`config.mk`:
```
export PLATFORM = sky130hd
export DESIGN_NAME = flag_reg
export DESIGN_NICKNAME = d
export VERILOG_FILES = /design/src/rtl/flag_reg.sv
export SDC_FILE = /design/constraint.sdc
export NUM_CORES = 1
export LEC_CHECK = 0
export CELL_PAD_IN_SITES_DETAIL_PLACEMENT = 1
export CELL_PAD_IN_SITES_GLOBAL_PLACEMENT = 2
export CORE_MARGIN = 8
export CORE_UTILIZATION = 32
export CTS_CLUSTER_DIAMETER = 100
export DETAILED_ROUTE_END_ITERATION = 12
export GPL_TIMING_DRIVEN = 1
export PLACE_DENSITY = 0.75
export SYNTH_ARGS = -nofsm -noshare
export SYNTH_HDL_FRONTEND = slang
export SYNTH_SLANG_ARGS = --single-unit
```
`constraint.sdc`:
```
create_clock -name clk -period 2.4 [get_ports clk]
set_clock_uncertainty 0.1 [all_clocks]
set_input_delay 0.36 -clock clk [delete_from_list [all_inputs] [get_ports clk]]
set_output_delay 0.36 -clock clk [all_outputs]
set_load 0.03 [all_outputs]
```
`src/rtl/flag_reg.sv`:
```
// flag_reg: ZNCV flag register with masked update, save/restore stack and condition evaluation
// Ports:
//   clk, rst_n            clock, synchronous active-low reset
//   sta_in[3:0]           ZNCV from status generator (Z,N,C,V = bit3..0)
//   op_en[1:0]            ALU mode of committed result (0x: Z,N only; 1x: all)
//   upd                   commit strobe
//   push, pop             save / restore flags (both together = stack no-op)
//   clr_err               clear sticky stack error
//   cond[3:0]             condition code select
//   flags[3:0]            registered ZNCV
//   cond_true             cond evaluated against flags (combinational)
//   stk_level[3:0]        valid stack entries
//   stk_full, stk_empty   level == STACK_DEPTH / level == 0
//   stk_err               sticky overflow/underflow
module flag_reg #(
    parameter int STACK_DEPTH = 4
) (
    input  logic       clk,
    input  logic       rst_n,
    input  logic [3:0] sta_in,
    input  logic [1:0] op_en,
    input  logic       upd,
    input  logic       push,
    input  logic       pop,
    input  logic       clr_err,
    input  logic [3:0] cond,
    output logic [3:0] flags,
    output logic       cond_true,
    output logic [3:0] stk_level,
    output logic       stk_full,
    output logic       stk_empty,
    output logic       stk_err
);
    localparam int AW = (STACK_DEPTH > 1) ? $clog2(STACK_DEPTH) : 1;
    localparam logic [3:0] DEPTH = 4'(STACK_DEPTH);
    logic [3:0] stack [STACK_DEPTH];
    logic       do_push, do_pop, push_ok, pop_ok, err_set;
    logic [3:0] upd_val, lvl_dec;
    logic [7:0] base;
    always_comb begin
        do_push   = push & ~pop;
        do_pop    = pop & ~push;
        stk_full  = stk_level == DEPTH;
        stk_empty = stk_level == 4'd0;
        push_ok   = do_push & ~stk_full;
        pop_ok    = do_pop & ~stk_empty;
        err_set   = (do_push & stk_full) | (do_pop & stk_empty);
        lvl_dec   = stk_level - 4'd1;
        upd_val   = op_en[1] ? sta_in : {sta_in[3:2], flags[1:0]};
        // Odd codes are the complement of the preceding even code, so only
        // eight base terms are needed; AL/NV fall out as 1 and ~1.
        base = {1'b1,
                ~flags[3] & (flags[2] == flags[0]),
                flags[2] == flags[0],
                flags[1] & ~flags[3],
                flags[0], flags[2], flags[1], flags[3]};
        cond_true = base[cond[3:1]] ^ cond[0];
    end
    always_ff @(posedge clk) begin
        if (!rst_n) begin
            flags     <= 4'd0;
            stk_level <= 4'd0;
            stk_err   <= 1'b0;
        end else begin
            flags     <= pop_ok ? stack[lvl_dec[AW-1:0]] : upd ? upd_val : flags;
            stk_level <= push_ok ? stk_level + 4'd1 : pop_ok ? lvl_dec : stk_level;
            stk_err   <= err_set | (stk_err & ~clr_err);
        end
    end
    // Storage is not reset; entries at or above stk_level are don't-care.
    always_ff @(posedge clk) begin
        if (rst_n && push_ok) stack[stk_level[AW-1:0]] <= flags;
    end
endmodule

```
After elaboration in Yosys (flattened, before gate mapping)
Memory sizes are Yosys's and may differ from the RTL's.
Index checks and enable logic that the tools add are counted.
{"block": "word_totals", "ff_bits": 9, "ram_bits": 16, "inputBits": 16, "out_inout_bits": 12, "elab_cells": 43, "mem_count": 1}
{"block": "classes", "addsub": 2, "order_cmp": 1, "n_eq_ne": 2, "mux": 9, "bitwise_logic": 18, "reduce_logical": 6}
{"name": "stack", "depth": 4, "word_bits": 4, "rd": 1, "rd_clocked_by_memory_dff": 0, "wr": 1, "line": "36", "source": "logic [3:0] stack [STACK_DEPTH];"}
{"op": "2-to-1 mux 4 bit", "count": 4}
{"op": "bitwise AND 1 bit", "count": 9}
{"op": "NOT 1 bit", "count": 6}
{"op": "nonzero test 2 bit", "count": 3}
{"op": "adder 4 x 1 -> 4 bit, second input constant", "count": 1}
{"op": "equality test 4 x 3 -> 1 bit, second input constant", "count": 1}
{"op": "logical NOT 4 bit", "count": 1}
{"op": "less-than comparator 3 x 4 -> 1 bit, second input constant", "count": 1}
{"op": "subtractor 4 x 1 -> 4 bit, second input constant", "count": 1}
{"op": "binary-select mux 1 bit (select 3 bit)", "count": 1}
{"op": "2-to-1 mux 1 bit", "count": 3}
{"op": "2-to-1 mux 2 bit", "count": 1}
{"op": "OR 1 bit", "count": 2}
{"op": "AND reduction 2 bit", "count": 1}
{"op": "equality test 1 bit", "count": 1}
{"op": "logical AND 1 bit", "count": 1}
{"op": "XOR 1 bit", "count": 1}

Longest topological paths before layout
{"block": "logic_depth", "ltp_word": 6, "depth_mapped": 8, "depth_no_buf": 6}

Least setup slack after synthesis
Ideal clock, no wire load.
{"block": "synth_timing", "path_kind": "register to output", "startpoint": "register flags[1]", "endpoint": "output port cond_true", "t_arrival_ps": 1947, "required_time_ps": 1940, "path_slack_ps": -7, "path_stages_with_launch": 5, "n_path_buf": 0, "path_cell_list": "dfxtp_1 or4b_1 and3_1 a221oi_2 xor2_1"}
{"block": "synth_between", "elab_chain_len": 4}
{"element": "start: declaration", "line": "27", "source": "output logic [3:0] flags,"}
{"element": "start signal: assignment", "line": "65", "source": "flags <= pop_ok ? stack[lvl_dec[AW-1:0]] : upd ? upd_val : flags;"}
{"element": "bitwise AND 1 bit", "line": "55", "source": "flags[1] & ~flags[3],"}
{"element": "binary-select mux 1 bit (select 3 bit) *", "line": "57", "source": "cond_true = base[cond[3:1]] ^ cond[0];"}
{"element": "2-to-1 mux 1 bit (implied by the code) *", "line": "57"}
{"element": "XOR 1 bit *", "line": "57"}
{"element": "end: declaration", "line": "28", "source": "output logic cond_true,"}
Every way passes the cells marked *; elsewhere a longest branch is shown, timed or not. The select of a mux whose other input is x is not followed.

Worst setup path after layout
{"block": "layout_timing", "startpoint": "register flags[3]", "endpoint": "output port cond_true"}
{"block": "layout_between", "elab_chain_len": 5, "elab_cells_between_ends": 6, "cone_classes": "2 x mux; 4 x bitwise"}
{"element": "NOT 1 bit", "line": "53, 55"}
{"element": "bitwise AND 1 bit (on tied branches)", "line": "55, 53"}
{"element": "binary-select mux 1 bit (select 3 bit) *", "line": "57"}
{"element": "2-to-1 mux 1 bit (implied by the code) *", "line": "57"}
{"element": "XOR 1 bit *", "line": "57"}
Marks and branches as above.

==> reports/results.ini <==
[status]
status = completed

[finish]
multiInputGateArea_um2 = 589
fin_util = 0.456
regArea_um2 = 662
antenna_cells = 0
final_cell_mix = clkdlybuf4s50_1, edfxtp_1, dfxtp_1
fill_cells = 408
fin_nets = 154
flow.area_growth_from_synthesis_pct = 35.0
layout_commonest_cell = clkdlybuf4s50_1
drive_gt1_frac = 0.180
stdcell_count = 181

[clock_network]
cts-buffers-inserted = 3
clock_sink_count = 25
cts_tree = yes
clock_tree.htree_level_count = 1
clock_path_buffers = 2
clock_latency_ns = 0.26
ctsHoldBuffers = 0
root_buffer = clkbuf_8
clk_pin_slew_ns = 0.09

[worst_setup_path]
crit_arrival_ns = 1.88
path_class = reg2out
critPathLaunch = flags[3]$_SDFFE_PN0P_
cp_top_family = simple AND/OR/NAND/NOR gates
r2r-start = stk_level[0]$_SDFFE_PN0P_
worst_setup_path_end_kind = primary output
worst-path-max-fanout = 2
critPathSlowestCell = or4b_1
cpPeakStageDelay_ns = 0.50
path_cells = or4b_1, and3_4, a221oi_4, xor2_2, buf_6
crit_path_start_kind = register
crit_required_ns = 1.94
worstPathBufferInverterCount = 1

[grt]
antenna_found_initial = 0
grt_pass1_wl_mm = 5.04
grt_pass1_vias = 1009
grt_max_degree = 15
track_usage = 0.103
overflow = 0

[placed_design]
hpwl_mm = 2.46
numPortBuffers = 26
post-place-cells = 177
place_congestion = 0.709

[power]
ir_drop_mv = 0.279
p_per_area_mw_per_mm2 = 647
p_leak_uw = 0.000643

[logic_synthesis]
synth_adder_area_share = 0.0399
synthMuxAreaShare = 0.0958
syn_inst = 99
syn-cell-area_mm2 = 0.00125
synthArstFlopShare = 0
synth_ff_type = edfxtp_1
synth_top_family_by_area = simple AND/OR/NAND/NOR gates
synth_warnings = 0
yosys.area_share.xor_xnor = 0.0210
synth_edf_count = 16
syn-mean-instance-area_um2 = 12.7
synthSimpleGateAreaFrac = 0.207
yosysUniqueCellTypes = 35
synth-seq-cells = 25
seq_area_frac_synth = 0.527
syn_nets = 119
synth_compound_area_frac = 0.0868

[route]
dr.first_iter.drc_count = 40
vias_per_cell = 5.13
vias = 929
post_drt_wl_per_cell_um = 17.5
wl_mm = 3.16
ant_nets = 0
dr.pass1.iters = 4
post-route-drc-count = 0

[worst_hold_path]
min_from = flags[2]$_SDFFE_PN0P_
hold_class = reg2reg

[floorplanning]
dieArea_mm2 = 0.00618
dieWidth_um = 78.6
rows = 22
ios = 28
start_util = 0.337
coreArea_mm2 = 0.00372
die_h_um = 78.6

[sta]
slew_headroom = 0.624
setup_viol = 0
fin_crit_sh = 0.975
holdWs_ns = 0.491
max_freq_mhz = 427
rsz0062_at_grt = true
worstMarginPinSlew_ns = 0.562
maxSlewViolCount = 0
fin_crit_ns = 2.34
hold_violations = 0

[job]
drv_cap = 0

stage by stage:
step | setup slack, ns | setup TNS, ns | total power, µW | instance area, µm²
final | 0.0605 | 0 | 1090 | 1690
after global placement | -0.130 | -0.130 | 849 | 1620
after floorplan | 0.000409 | 0 | 712 | 1260
after global routing | -0.00788 | -0.00788 | 1150 | 1690
after detailed placement | -0.140 | -0.140 | 855 | 1620
after CTS | -0.112 | -0.112 | 1100 | 1680
worst paths after layout:
check                                              to  depth (start not counted)  slack, ns
worst max-delay path                        cond_true                          5       0.06
worst min-delay path            stack[0][2]$_DFFE_PP_                          0       0.49
worst max register to register  stack[0][1]$_DFFE_PP_                          5       0.35
worst min register to register  stack[0][2]$_DFFE_PP_                          0       0.49
layer usage:
| layer | wire [µm] | GRT usage | share of wire |
|---|---|---|---|
| met1 | 1490 | 0.129 | 0.47 |
| met5 | 0 | 0 | 0 |
| met3 | 55 | 0.0137 | 0.017 |
| met4 | 32 | 0.0389 | 0.010 |
| met2 | 1580 | 0.176 | 0.50 |
repair_timing:
item,4_1_cts,5_1_grt
setup endpoints to repair,2,2
hold endpoints to repair,0,0
resized for setup,5,4
pin swaps,2,4
setup buffers,0,0
sequential cells by signal, summed over array words and instances (netlist names):
register	cells
stack	16
stk_err	1
stk_level	4
flags	4
cell type report:
| type | count | area share |
|---|---|---|
| well taps | 48 | 0.0355 |
| multi-input cells | 67 | 0.348 |
| inverters | 4 | 0.00887 |
| repair buffers | 33 | 0.189 |
| clock inverters | 1 | 0.00296 |
| clock buffers | 3 | 0.0244 |
| flip-flops and latches | 25 | 0.391 |
cell usage after synthesis (3+ instances only):
library cell	number	area, µm²
mux2i_1	3	30.0
nor2_1	6	22.5
and3_1	6	37.5
dfxtp_1	9	180
ha_1	4	50.1
mux4_2	4	90.1
a211oi_1	3	22.5
nand2_1	4	15.0
nand3b_1	3	22.5
nor2b_1	3	18.8
inv_1	4	15.0
nor3b_1	3	22.5
edfxtp_1	16	480
report_power, final:
part | internal, µW | switching (µW) | leakage [µW]
clock network | 116 | 131 | 0.0000255
registers | 485 | 21.5 | 0.000222
logic | 155 | 185 | 0.000395
logic make-up (layout without fill, tap and decap cells):
logic type / Yosys count / after routing
buf+inv: 7 / 41
fa+ha+maj: 4 / 4
flops: 25 / 25
mux: 7 / 7
xor+xnor: 3 / 3
simple gates: 40 / 40
compound gates: 13 / 13
Note: power is estimated with default switching activity, not from simulation.
